==> config.mk <==
export PLATFORM = sky130hd
export DESIGN_NAME = cpu_exec_unit_flat
export DESIGN_NICKNAME = d
export VERILOG_FILES = /design/src/rtl/cpu_exec_unit_if.sv /design/src/rtl/cpu_exec_unit.sv /design/src/flat_wrapper.sv
export SDC_FILE = /design/constraint.sdc
export NUM_CORES = 1
export LEC_CHECK = 0
export BUFFER_PORTS_ARGS = -buffer_cell sky130_fd_sc_hd__buf_2
export CELL_PAD_IN_SITES_DETAIL_PLACEMENT = 1
export CELL_PAD_IN_SITES_GLOBAL_PLACEMENT = 1
export CORE_UTILIZATION = 46
export CTS_CLUSTER_DIAMETER = 40
export CTS_CLUSTER_SIZE = 8
export DETAILED_ROUTE_END_ITERATION = 7
export GPL_TIMING_DRIVEN = 0
export PLACE_DENSITY_LB_ADDON = 0.2
export SETUP_SLACK_MARGIN = 0.2
export SLEW_MARGIN = 20
export SYNTH_ARGS = -nofsm -noshare
export SYNTH_HDL_FRONTEND = slang
export SYNTH_SLANG_ARGS = --single-unit
==> constraint.sdc <==
create_clock -name clk -period 2.6 [get_ports clk]
set_input_delay 0.39 -clock clk [delete_from_list [all_inputs] [get_ports clk]]
set_output_delay 0.39 -clock clk [all_outputs]
set_load 0.1 [all_outputs]
==> src/rtl/cpu_exec_unit_if.sv <==
// Command/status bundle between the CPU control FSM (master) and the
// execution unit (slave).
interface cpu_exec_unit_if #(
  parameter int WIDTH = 16
);
  logic [15:0]      regEnable;
  logic [7:0]       opcode;
  logic             Aenable;
  logic             Benable;
  logic [3:0]       srcSel;
  logic [WIDTH-1:0] dataIn;
  logic             start;
  logic             busy;
  logic             done;
  logic [WIDTH-1:0] result;
  logic             zero;
  logic             carry;
  logic             err;
  logic [WIDTH-1:0] rdData;

  modport master (
    output regEnable, opcode, Aenable, Benable, srcSel, dataIn, start,
    input  busy, done, result, zero, carry, err, rdData
  );

  modport slave (
    input  regEnable, opcode, Aenable, Benable, srcSel, dataIn, start,
    output busy, done, result, zero, carry, err, rdData
  );
endinterface

==> src/rtl/cpu_exec_unit.sv <==
// Execution unit beneath the CPU control FSM: latches operands, runs one ALU
// operation per command and writes the result back to a 16-entry register file.
module cpu_exec_unit #(
  parameter int WIDTH = 16
) (
  input logic            clk,
  input logic            rst,
  cpu_exec_unit_if.slave bus
);

  typedef enum logic [1:0] {
    IDLE = 2'd0,
    EXEC = 2'd1,
    WB   = 2'd2
  } state_t;

  state_t           state;
  state_t           nextState;
  logic [WIDTH-1:0] regs [16];
  logic [WIDTH-1:0] opA;
  logic [WIDTH-1:0] opB;
  logic [WIDTH-1:0] resultReg;
  logic [WIDTH-1:0] aluRes;
  logic [7:0]       opLatched;
  logic [15:0]      enLatched;
  logic             zeroReg;
  logic             carryReg;
  logic             errReg;
  logic             doneReg;
  logic             aluCarry;
  logic             opLegal;
  logic             opActive;

  always_ff @(posedge clk or negedge rst) begin
    if (!rst) begin
      state <= IDLE;
    end else begin
      state <= nextState;
    end
  end

  always_comb begin
    nextState = state;
    case (state)
      IDLE:    if (bus.start) nextState = EXEC;
      EXEC:    nextState = WB;
      WB:      nextState = IDLE;
      default: nextState = IDLE;
    endcase
  end

  // opActive marks legal non-NOP opcodes: the only ones that touch flags or registers.
  always_comb begin
    aluRes   = '0;
    aluCarry = 1'b0;
    opLegal  = 1'b1;
    case (opLatched)
      8'h00: ;
      8'h01: {aluCarry, aluRes} = {1'b0, opA} + {1'b0, opB};
      8'h02: begin
        aluRes   = opA - opB;
        aluCarry = (opA < opB);
      end
      8'h03: aluRes = opA & opB;
      8'h04: aluRes = opA | opB;
      8'h05: aluRes = opA ^ opB;
      8'h06: aluRes = ~opA;
      8'h07: begin
        aluRes   = {opA[WIDTH-2:0], 1'b0};
        aluCarry = opA[WIDTH-1];
      end
      8'h08: begin
        aluRes   = {1'b0, opA[WIDTH-1:1]};
        aluCarry = opA[0];
      end
      8'h09: aluRes = opB;
      8'h0A: aluRes = bus.dataIn;
      default: opLegal = 1'b0;
    endcase
    opActive = opLegal && (opLatched != 8'h00);
  end

  always_ff @(posedge clk or negedge rst) begin
    if (!rst) begin
      opA       <= '0;
      opB       <= '0;
      opLatched <= '0;
      enLatched <= '0;
      resultReg <= '0;
      zeroReg   <= 1'b0;
      carryReg  <= 1'b0;
      errReg    <= 1'b0;
      doneReg   <= 1'b0;
    end else begin
      doneReg <= (state == WB);
      if (state == IDLE) begin
        if (bus.Aenable) opA <= regs[bus.srcSel];
        if (bus.Benable) opB <= regs[bus.srcSel];
        if (bus.start) begin
          opLatched <= bus.opcode;
          enLatched <= bus.regEnable;
        end
      end
      if (state == EXEC) begin
        if (opActive) begin
          resultReg <= aluRes;
          zeroReg   <= (aluRes == '0);
          carryReg  <= aluCarry;
        end
        if (!opLegal) errReg <= 1'b1;
      end
    end
  end

  always_ff @(posedge clk or negedge rst) begin
    if (!rst) begin
      for (int i = 0; i < 16; i++) regs[i] <= '0;
    end else if (state == WB && opActive) begin
      for (int i = 0; i < 16; i++) begin
        if (enLatched[i]) regs[i] <= resultReg;
      end
    end
  end

  assign bus.busy   = (state == EXEC) || (state == WB);
  assign bus.done   = doneReg;
  assign bus.result = resultReg;
  assign bus.zero   = zeroReg;
  assign bus.carry  = carryReg;
  assign bus.err    = errReg;
  assign bus.rdData = regs[bus.srcSel];

endmodule

==> src/flat_wrapper.sv <==
// flat-port wrapper written by rule: the top's interface ports become plain ports
module cpu_exec_unit_flat 
#(
  parameter int WIDTH = 16
)
  (clk, rst, bus_regEnable, bus_opcode, bus_Aenable, bus_Benable, bus_srcSel, bus_dataIn, bus_start, bus_busy, bus_done, bus_result, bus_zero, bus_carry, bus_err, bus_rdData);
  cpu_exec_unit_if #(.WIDTH(WIDTH)) bus_i ();
  input logic clk;
  input logic rst;
  input wire logic [$bits(bus_i.regEnable)-1:0] bus_regEnable;
  input wire logic [$bits(bus_i.opcode)-1:0] bus_opcode;
  input wire logic [$bits(bus_i.Aenable)-1:0] bus_Aenable;
  input wire logic [$bits(bus_i.Benable)-1:0] bus_Benable;
  input wire logic [$bits(bus_i.srcSel)-1:0] bus_srcSel;
  input wire logic [$bits(bus_i.dataIn)-1:0] bus_dataIn;
  input wire logic [$bits(bus_i.start)-1:0] bus_start;
  output wire logic [$bits(bus_i.busy)-1:0] bus_busy;
  output wire logic [$bits(bus_i.done)-1:0] bus_done;
  output wire logic [$bits(bus_i.result)-1:0] bus_result;
  output wire logic [$bits(bus_i.zero)-1:0] bus_zero;
  output wire logic [$bits(bus_i.carry)-1:0] bus_carry;
  output wire logic [$bits(bus_i.err)-1:0] bus_err;
  output wire logic [$bits(bus_i.rdData)-1:0] bus_rdData;
  assign bus_i.regEnable = bus_regEnable;
  assign bus_i.opcode = bus_opcode;
  assign bus_i.Aenable = bus_Aenable;
  assign bus_i.Benable = bus_Benable;
  assign bus_i.srcSel = bus_srcSel;
  assign bus_i.dataIn = bus_dataIn;
  assign bus_i.start = bus_start;
  assign bus_busy = bus_i.busy;
  assign bus_done = bus_i.done;
  assign bus_result = bus_i.result;
  assign bus_zero = bus_i.zero;
  assign bus_carry = bus_i.carry;
  assign bus_err = bus_i.err;
  assign bus_rdData = bus_i.rdData;
  cpu_exec_unit #(.WIDTH(WIDTH)) u_core (.clk(clk), .rst(rst), .bus(bus_i));
endmodule
After elaboration in Yosys (flattened, before gate mapping)
Index checks and enable logic that the tools add are counted.
- add/sub/neg operators: 2
- magnitude comparators: 2
- equal/unequal tests: 13
- mux-type cells: 8
- bitwise operators: 6
- reduce and logical (&&, ||, !) cells: 29
- operators with widths (operator ; number):
    case mux 16 bit (10 select lines) ; 1
    binary-select mux 16 bit (select 4 bit) ; 1
    AND reduction 2 bit ; 21
    == test 8 x 3 -> 1 bit (second input constant) ; 4
    2-to-1 mux 16 bit ; 2
    == test 8 x 4 -> 1 bit (second input constant) ; 3
    adder 16 x 16 -> 17 bit ; 1
    AND 16 bit ; 1
    == test 8 x 2 -> 1 bit (second input constant) ; 2
    zero test 16 bit ; 1
    < comparator 16 bit ; 1
    NOT 16 bit ; 1
    OR 16 bit ; 1
    subtractor 16 bit ; 1
    bitwise XOR 16 bit ; 1
    OR reduction 11 bit ; 1
    == test 8 x 1 -> 1 bit (second input constant) ; 1
    zero test 8 bit ; 1
    nonzero test 8 bit ; 1
    >= comparator 5 bit (second input constant) ; 1
    NOT 4 -> 5 bit ; 1
    case mux 1 bit (4 select lines) ; 1
    case mux 2 bit (2 select lines) ; 1
    == test 2 x 1 -> 1 bit (second input constant) ; 1
    other kinds (8) ; 9
- register bits: 334
- bits of input ports: 49
- output and inout port bits: 37
- word-level logic and storage cells: 86

Logic depth before layout (Yosys ltp)
Gate-level depths: netlist (run 1).
- depth in word-level cells: 6
- gate-level depth with buffers: 13
- gate-level depth less buffers: 13

Least setup slack after synthesis (run 1)
OpenSTA, ideal clock, no wires.
- kind: input to register
- from: in bus_srcSel[0]
- to: reg u_core.opA[4]
- setup time: 0.125 ns
- arrival: 2.816 ns
- required time: 2.475 ns
- setup slack: -0.341 ns
- cell stages on the path: 5
- path buffers: 2
- cell sequence: buf_2 buf_1 mux4_2 mux4_2 mux2_2
- cells in the longest elaborated chain, start to end: 4
- RTL lines (what ; line ; RTL):
    from (decl) ; flat_wrapper.sv:14 ; input wire logic [$bits(bus_i.srcSel)-1:0] bus_srcSel;
    NOT 4 -> 5 bit ; - ;
    binary-select mux 16 bit (select 4 bit) ; - ;
    2-to-1 mux 16 bit (2 in a row) ; - ;
    via bus_rdData[4] ; flat_wrapper.sv:23 ; output wire logic [$bits(bus_i.rdData)-1:0] bus_rdData;
    to (signal assigned) ; cpu_exec_unit.sv:97 ; if (bus.Aenable) opA <= regs[bus.srcSel];
    to (decl) ; cpu_exec_unit.sv:20 ; logic [WIDTH-1:0] opA;
The timed path passes the listed nets, and every way through them passes these cells. The select of a mux whose other input is x is not followed.
A chain may end at the register's enable or synchronous reset.

Worst setup path in the final report (run 1)
- from: reg u_core.opA[0]
- to: reg u_core.zeroReg (netlist: u_core.bus.zero)
- cells in the longest elaborated chain, start to end: 3
- elaborated cells on any way between the ends: 8
- classes of those cells: add/sub (2); mux (1); bitwise (4); reduce/logical (1)
- RTL lines (what ; line ; RTL):
    subtractor 16 bit, or another cell as far along ; cpu_exec_unit.sv:61 ; aluRes = opA - opB;
    case mux 16 bit (10 select lines) (*) ; cpu_exec_unit.sv:57 ; case (opLatched)
    zero test 16 bit (*) ; cpu_exec_unit.sv:107 ; zeroReg <= (aluRes == '0);
    to (signal assigned) ; cpu_exec_unit.sv:107 ;
    to (decl) ; cpu_exec_unit.sv:26 ; logic zeroReg;
Every way passes the cells marked *; elsewhere a longest branch is shown, timed or not.

==> results by group, run 1 <==
Floorplanning
  • Starting density of the core: around 47%
  • Die Y: between 150 and 200 um
  • Core Rows: between 70 and 80
  • Area of the die: between 30,000 and 40,000 um2
  • Ports: 86
  • Die width: just under 200 um
  • Core Area: roughly 38,000 um2

Layout
  • Share of cells above drive strength 1: a little over half
  • FILL cells: between 3,000 and 4,000
  • Area Growth Syn to Fin: 29.9%
  • Layout Nets: about 1,700
  • Area of the multi-input gates: 9610 um2
  • Register area: 8370 um2
  • N_diodes: 0

Critical path
  • CP startpoint: u_core.opA[0]$_DFFE_PN0P_
  • Reg-to-Reg Start: u_core.opA[0]$_DFFE_PN0P_
  • WS Path Type: register to register
  • Critical Path Start Type: register
  • Worst EP arrival: 3.63 ns
  • Worst R2R End: u_core.bus.zero$_DFFE_PN0P_
  • Worst-path fanout max: 4
  • Worst Setup End Kind: register
  • R2R Setup Slk: -0.51 ns
  • Worst R2R Path Depth: 13
  • Critical Path RT: about 3.1 ns

Timing
  • Final setup vio count: 23
  • Setup ws final: -0.511 ns
  • Period utilisation layout: 120%
  • Fmax: 321 MHz
  • WHS: about 0.021 ns
  • Rel. slew slack: a little over two fifths
  • Setup TNS: -2.66 ns
  • RSZ-0062 raised after global routing: true
  • Slew Viols, Final: 0
  • Worst Clk Skew: 0.0360 ns
  • Minimum clock period: between 3 and 4 ns
  • Hold violation count in the final report: 0
  • Worst-margin pin slew: approximately 0.85 ns

Route
  • DRT Pass-1 Iters: 5
  • Via count: about 13,000
  • Final WL: 59.0 mm
  • DRC: 0
  • Wire per inst: around 27 um
  • DRT antenna net count: 0
  • Vias per inst: between 5 and 6
  • DRT iter0 DRCs: 811

Global routing
  • Vias in the first global route: about 14,000
  • Gr ovfl total: 0
  • Gr usage total: 30.6%
  • Initial antenna violation count: 0
  • Largest net degree at the start of global routing: 103
  • First-pass GRT wire length: 89.1 mm

Logic synthesis
  • Post-Synth XOR/XNOR Area: less than 1%
  • Syn_nets: 1,476
  • Mux share of post-synthesis cell area: between 30% and 40%
  • Synth Area in Adders: 4.11%
  • Ys Warns: 0
  • Top_reg_cell synth: dfrtp_1
  • Compound-Gate Fraction of Synth Area: under 10%
  • Syn Area/Cell: 12.9 um2
  • Largest family of logic cells by synthesized area: multiplexers
  • Post-synthesis simple-gate area fraction: roughly 5.6%
  • Flops & latches, synth: roughly 330
  • Mapped cell area: about 18,000 um2
  • Register area share after synthesis: a little under half
  • Yosys cell types: between 80 and 90
  • Number of synthesized flops with an enable pin: 0
  • FFs w/ async S/R, synth: 100%
  • Post-Syn Instances: about 1,400

Placed design
  • Port-buffer cells: 81
  • DP HPWL: roughly 39 mm
  • Final Wtd Congestion: 0.943
  • Pre-CTS setup slack: -1.16 ns

Clocking
  • Root Driver: clkbuf_16
  • CTS tree: yes
  • Worst-path clk slew: around 0.050 ns
  • Worst skew pair latency: between 0.6 and 0.7 ns
  • Cts bufs inserted: 56
  • # H-tree levels: 2
  • CTS max path bufs: 3
  • Total clock sinks: ~330

Pwr
  • Leak Pwr: ~11 nW
  • Cell Pwr Density: 1140 nW/um2
  • Worst vdd ir: between 0.7 and 0.8 mV
  • Pwr Total: around 26 mW

Outcome
  • Failing checks: setup timing
  • Status: complete, but fails checks

Flow run
  • Max-cap violations: 0

Worst hold path
  • WHS Path Cells: 2
  • WHS Endpoint: u_core.enLatched[6]$_DFFE_PN0P_
  • Worst Hold Launch: bus_regEnable[6]
  • Hold Path Class: input pin to register
==> cell usage after synthesis, drive strengths merged (7+ instances only) <==
cell / number / share of area, %
a211oi: 10 / 0.45
a21oi: 40 / 1.1
a22oi: 7 / 0.30
a31oi: 10 / 0.35
and3: 8 / 0.28
buf: 48 / 1.3
clkbuf: 49 / 1.0
dfrtp: 334 / 47
ha: 55 / 3.9
inv: 54 / 1.1
mux2: 303 / 19
mux2i: 10 / 0.56
mux4: 87 / 11
nand2: 87 / 1.8
nand2b: 14 / 0.49
nand3: 9 / 0.25
nor2: 36 / 0.78
nor2b: 11 / 0.39
nor3: 13 / 0.37
o211ai: 9 / 0.38
o21ai: 42 / 1.2
o22ai: 11 / 0.39
==> cell type report <==
| type | count | share of cell area, % |
|---|---|---|
| Buffer | 97 | 3.57 |
| Timing Repair Buffer | 195 | 6.95 |
| Clock inverter | 15 | 1.16 |
| Inverter | 54 | 0.912 |
| Sequential cell | 334 | 36.3 |
| Multi-Input combinational cell | 885 | 41.7 |
| Tap cell | 511 | 2.78 |
| Clock buffer | 70 | 6.58 |
==> state kept, by name (all words and copies together), names as in the netlist <==
name	count
u_core.state	2
u_core.opA	16
u_core.bus.result	16
u_core.bus.carry	1
u_core.opLatched	8
u_core.opB	16
u_core.enLatched	16
u_core.bus.zero	1
u_core.bus.done	1
u_core.regs	256
u_core.bus.err	1
==> per-layer routing <==
metal / GRT usage [%] / vias to the layer above / wire, um
met1: 38.4 / 6855 / 24200
li1: - / 5597 / -
met4: 14.0 / 0 / 2310
met5: 0 / - / 0
met3: 4.41 / 129 / 2380
met2: 52.2 / 336 / 30100
==> power breakdown <==
group	total [mW]	internal (mW)	switching [mW]
Sequential	7.81	6.55	1.27
Clock	7.11	4.55	2.55
Combinational	11.4	4.66	6.70
Total	26.3	15.8	10.5
==> how the worst max path moves through the flow <==
stage	to	slack, ns	cells past startpoint
final	u_core.bus.zero$_DFFE_PN0P_	-0.51	13
after global routing	u_core.bus.zero$_DFFE_PN0P_	-0.55	13
after CTS	u_core.bus.zero$_DFFE_PN0P_	-0.47	13
after detailed placement	u_core.bus.zero$_DFFE_PN0P_	-1.16	12
after global placement	u_core.opB[0]$_DFFE_PN0P_	-5.15	1
after floorplan	u_core.bus.zero$_DFFE_PN0P_	-0.09	12
==> cells by family after synthesis <==
group	after synthesis
and+or+nand+nor	207
xor gates and xnor gates	7
DFF	334
muxes	400
buffers and inverters	151
adders and majority gates	57
AOI/OAI and AO/OA	214
==> critical path: stages (launching register included) <==
cell and delay, ns:
dfrtp_2 0.43, inv_4 0.06, ha_4 0.16, inv_2 0.05
fa_2 0.23, nand2b_4 0.08, a211oi_4 0.31, o21bai_1 0.15
a221o_1 0.36, a221oi_4 0.36, nand2_2 0.15, nor4_4 0.33
and4_1 0.25, a22o_1 0.12
==> per-stage QoR <==
step                util [%]  instance area [um2]  cells
global route            60.9                23000   2161
CTS                     59.3                22400   2132
detailed placement      50.5                19100   1965
global placement        50.2                19000   1962
finish                  60.9                23000   2161
floorplan                  -                18000   1370
==> cells in the final DEF, fill, tap and decap left out, types with 6 or more instances in the layout <==
cell	n
a21o_1	6
a21oi_1	29
a21oi_2	8
a31oi_1	9
and3_1	6
buf_12	20
buf_2	70
buf_4	103
buf_6	25
buf_8	11
clkbuf_1	30
clkbuf_16	58
clkbuf_2	17
clkbuf_4	7
clkbuf_8	6
dfrtp_1	323
dfrtp_2	11
dlygate4sd3_1	9
ha_1	41
ha_4	10
inv_1	40
inv_2	12
mux2_2	297
mux2_4	6
mux2i_1	10
mux4_2	87
nand2_1	69
nand2_2	7
nand2_8	6
nand2b_1	13
nand3_1	7
nor2_1	30
nor2b_1	8
nor3_1	10
o211ai_1	9
o21ai_0	30
o21ai_1	6
o21ai_2	6
o22ai_1	9
==> repair_timing <==
| item | CTS | global route |
|---|---|---|
| pin swaps | 47 | 33 |
| resized for setup | 260 | 82 |
| buffers inserted | 73 | 27 |
| hold buffers | 9 | 0 |
| cloned | 0 | 2 |
| hold endpoints to repair | 50 | 0 |
| setup endpoints to repair | 300 | 202 |
Note: power is estimated with default switching activity, not from simulation.
==> inputs of run 2 (changes only) <==
Settings changed: CELL_PAD_IN_SITES_DETAIL_PLACEMENT 1 to 2, CELL_PAD_IN_SITES_GLOBAL_PLACEMENT 1 to 2, CORE_UTILIZATION 46 to 40.
==> run 2 against run 1 <==
  * The run ends with hold timing, setup timing left
  * Clock power increased by 8.0%
  * Largest power group unchanged
  * Critical path type unchanged
  * Sequential share of layout area decreased by 3.3 points
  * Largest cell class unchanged
  * Combinational power increased by 20%
  * Routed wire length increased by 66%
  * Sequential power increased by 9.0%
  * Count of clock-buffer cells in the layout decreased by 4
  * Cell count increased by 9.2%
==> results by group, run 2 (synthesized netlist as in run 1, its figures left out) <==
Placed design
  • DP HPWL: about 44 mm
  • Final Wtd Congestion: a little over 0.9
  • Port-buffer cells: 81
  • Pre-CTS setup slack: -1.36 ns

Timing
  • Setup TNS: -25.21 ns
  • Period utilisation layout: 138%
  • WHS: -0.00543 ns
  • Worst Clk Skew: roughly 0.065 ns
  • Rel. slew slack: between 30% and 40%
  • Minimum clock period: roughly 3.6 ns
  • Worst-margin pin slew: 0.956 ns
  • Setup ws final: -0.984 ns
  • Fmax: approximately 280 MHz
  • RSZ-0062 raised after global routing: true
  • Hold violation count in the final report: 1
  • Final setup vio count: ~260
  • Slew Viols, Final: 0

Critical path
  • Worst EP arrival: roughly 4.1 ns
  • CP max-delay cell: dfrtp_1
  • CP peak stage delay: between 0.5 and 0.6 ns
  • R2R Setup Slk: -0.98 ns
  • Worst Setup End Kind: register
  • WS Path Type: register to register
  • Crit path buf inv count: 2
  • Kind of cell adding the most delay to the critical path: compound AO/OA/AOI/OAI gates
  • Critical Path Start Type: register
  • Critical Path RT: about 3.1 ns
  • Worst-path fanout max: 10
  • Critical-path cell list: inv_1, ha_4, clkbuf_2, and3b_1, a31oi_1, o22a_1, nand4_1, a211oi_4, o211ai_1, a2111oi_2, and4_1, a22o_1

Route
  • DRT iter0 DRCs: 1,372
  • DRT Pass-1 Iters: 7
  • DRC: 0
  • Wire per inst: ~41 um
  • Via count: approximately 16,000
  • DRT antenna net count: 0
  • Vias per inst: ~6.6
  • Final WL: between 90 and 100 mm

Layout
  • Commonest cells after routing, fill and taps aside: 318 x dfrtp_1, 278 x mux2_2, 139 x buf_4
  • Most common cell after layout, fill and taps aside: dfrtp_1
  • Area Growth Syn to Fin: 42.8%
  • Share of cells above drive strength 1: 58.9%
  • Largest register by flop count: u_core.regs
  • Largest register FFs: 256
  • Final Util: 58.4%
  • Layout Nets: around 1,900

Clocking
  • Total clock sinks: 334
  • Worst-path clk slew: approximately 0.060 ns
  • Worst skew pair latency: 0.66 ns
  • Root Driver: clkbuf_16
  • Cts bufs inserted: 58
  • CTS tree: yes
  • # H-tree levels: 2
  • CTS max path bufs: 3

Floorplanning
  • Core Rows: 76
  • Area of the die: 45,200 um2
  • Die width: between 200 and 250 um
  • Starting density of the core: roughly two fifths
  • Core Area: between 40,000 and 50,000 um2
  • Ports: 86
  • Die Y: 213 um

Global routing
  • Gr ovfl total: 0
  • First-pass GRT wire length: ~120 mm
  • Initial antenna violation count: 4
  • Largest net degree at the start of global routing: 79
  • Gr usage total: a little under two fifths
  • Vias in the first global route: 16,500

Pwr
  • Cell Pwr Density: 1180 nW/um2
  • Clock network fraction of design power: roughly a quarter
  • Part of the power in combinational logic: between 40% and 50%
  • Seq pwr share: around 28%
  • P_sw: approximately 14 mW
  • Power Internal: ~16 mW
  • Switching Share: between 40 and 50%
  • Pwr Total: 29.8 mW
  • Worst vdd ir: ~0.67 mV
  • Leak Pwr: ~12 nW

Outcome
  • Failing checks: hold timing, setup timing
  • Status: complete, but fails checks

Worst hold path
  • Hold Path Class: input pin to register

Flow run
  • Max-cap violations: 0
[run 2: cell types whose count changed in the layout (fill, tap and decap cells not counted), moves of 14 or more]
| cell | change |
|---|---|
| o21ai_2 | +14 |
| buf_6 | +33 |
| mux2_4 | +19 |
| mux2_2 | -19 |
| nand2_1 | -17 |
| buf_16 | +14 |
| buf_8 | +19 |
| buf_12 | +14 |
| o21ai_0 | -17 |
| buf_4 | +36 |
[run 2: final timing paths]
| check | from | endpoint | cells past startpoint |
|---|---|---|---|
| max reg2reg | u_core.opB[8]$_DFFE_PN0P_ | u_core.bus.zero$_DFFE_PN0P_ | 12 |
| min | bus_regEnable[7] | u_core.enLatched[7]$_DFFE_PN0P_ | 2 |
| max in group asynchronous | rst | u_core.regs[113]$_DFFE_PN0P_ | 5 |
| max | u_core.opB[8]$_DFFE_PN0P_ | u_core.bus.zero$_DFFE_PN0P_ | 12 |
| min reg2reg | u_core.bus.err$_DFFE_PN0P_ | u_core.bus.err$_DFFE_PN0P_ | 1 |
| min in group asynchronous | rst | u_core.regs[253]$_DFFE_PN0P_ | 2 |
[run 2: routing by layer]
layer,track usage [%],share of wire (%)
met1,43.9,35
met2,66.8,49
met3,5.60,6.4
met4,20.4,9.2
met5,0,0.028
[run 2: layout make-up]
| class | count | area (um2) |
|---|---|---|
| Timing Repair Buffer | 313 | 3160 |
| Clock inverter | 21 | 287 |
| Multi-Input combinational cell | 888 | 10100 |
| Sequential cell | 334 | 8380 |
| Buffer | 97 | 960 |
| Clock buffer | 66 | 1500 |
| Tap cell | 585 | 732 |
| Inverter | 54 | 213 |
| Antenna cell | 2 | 5.00 |
| Fill cell | 3823 | 18000 |
[run 2: metrics by stage]
step,cells,cell area (um2)
final,2360,25300
after global routing,2358,25300
after global placement,2036,19100
after floorplan,1370,18000
after CTS,2272,24000
after detailed placement,2040,19200
[run 2: power groups by stage]
stage               clock network [mW]  logic [mW]  registers, mW
finish                            7.68        13.7           8.51
global route                      7.86        13.8           8.51
CTS                               7.35        11.3           7.95
detailed placement                   0        8.99           7.77
global placement                     0        8.65           7.59
floorplan                            0        5.50           8.26
[run 2: worst reg2reg max path, delay by kind of cell, from the launching register on]
kind / cells / cell delay [ns]
fa+ha+maj: 1 / 0.31
buf+inv: 2 / 0.42
compound gates: 6 / 1.53
flops: 1 / 0.52
simple gates: 3 / 0.72
[run 2: repair_timing]
item,in CTS,in global routing
resized for setup,429,158
cloned,14,7
hold endpoints to repair,65,0
setup buffers,118,79
hold buffers,13,0
pin swaps,61,41
setup endpoints to repair,310,279
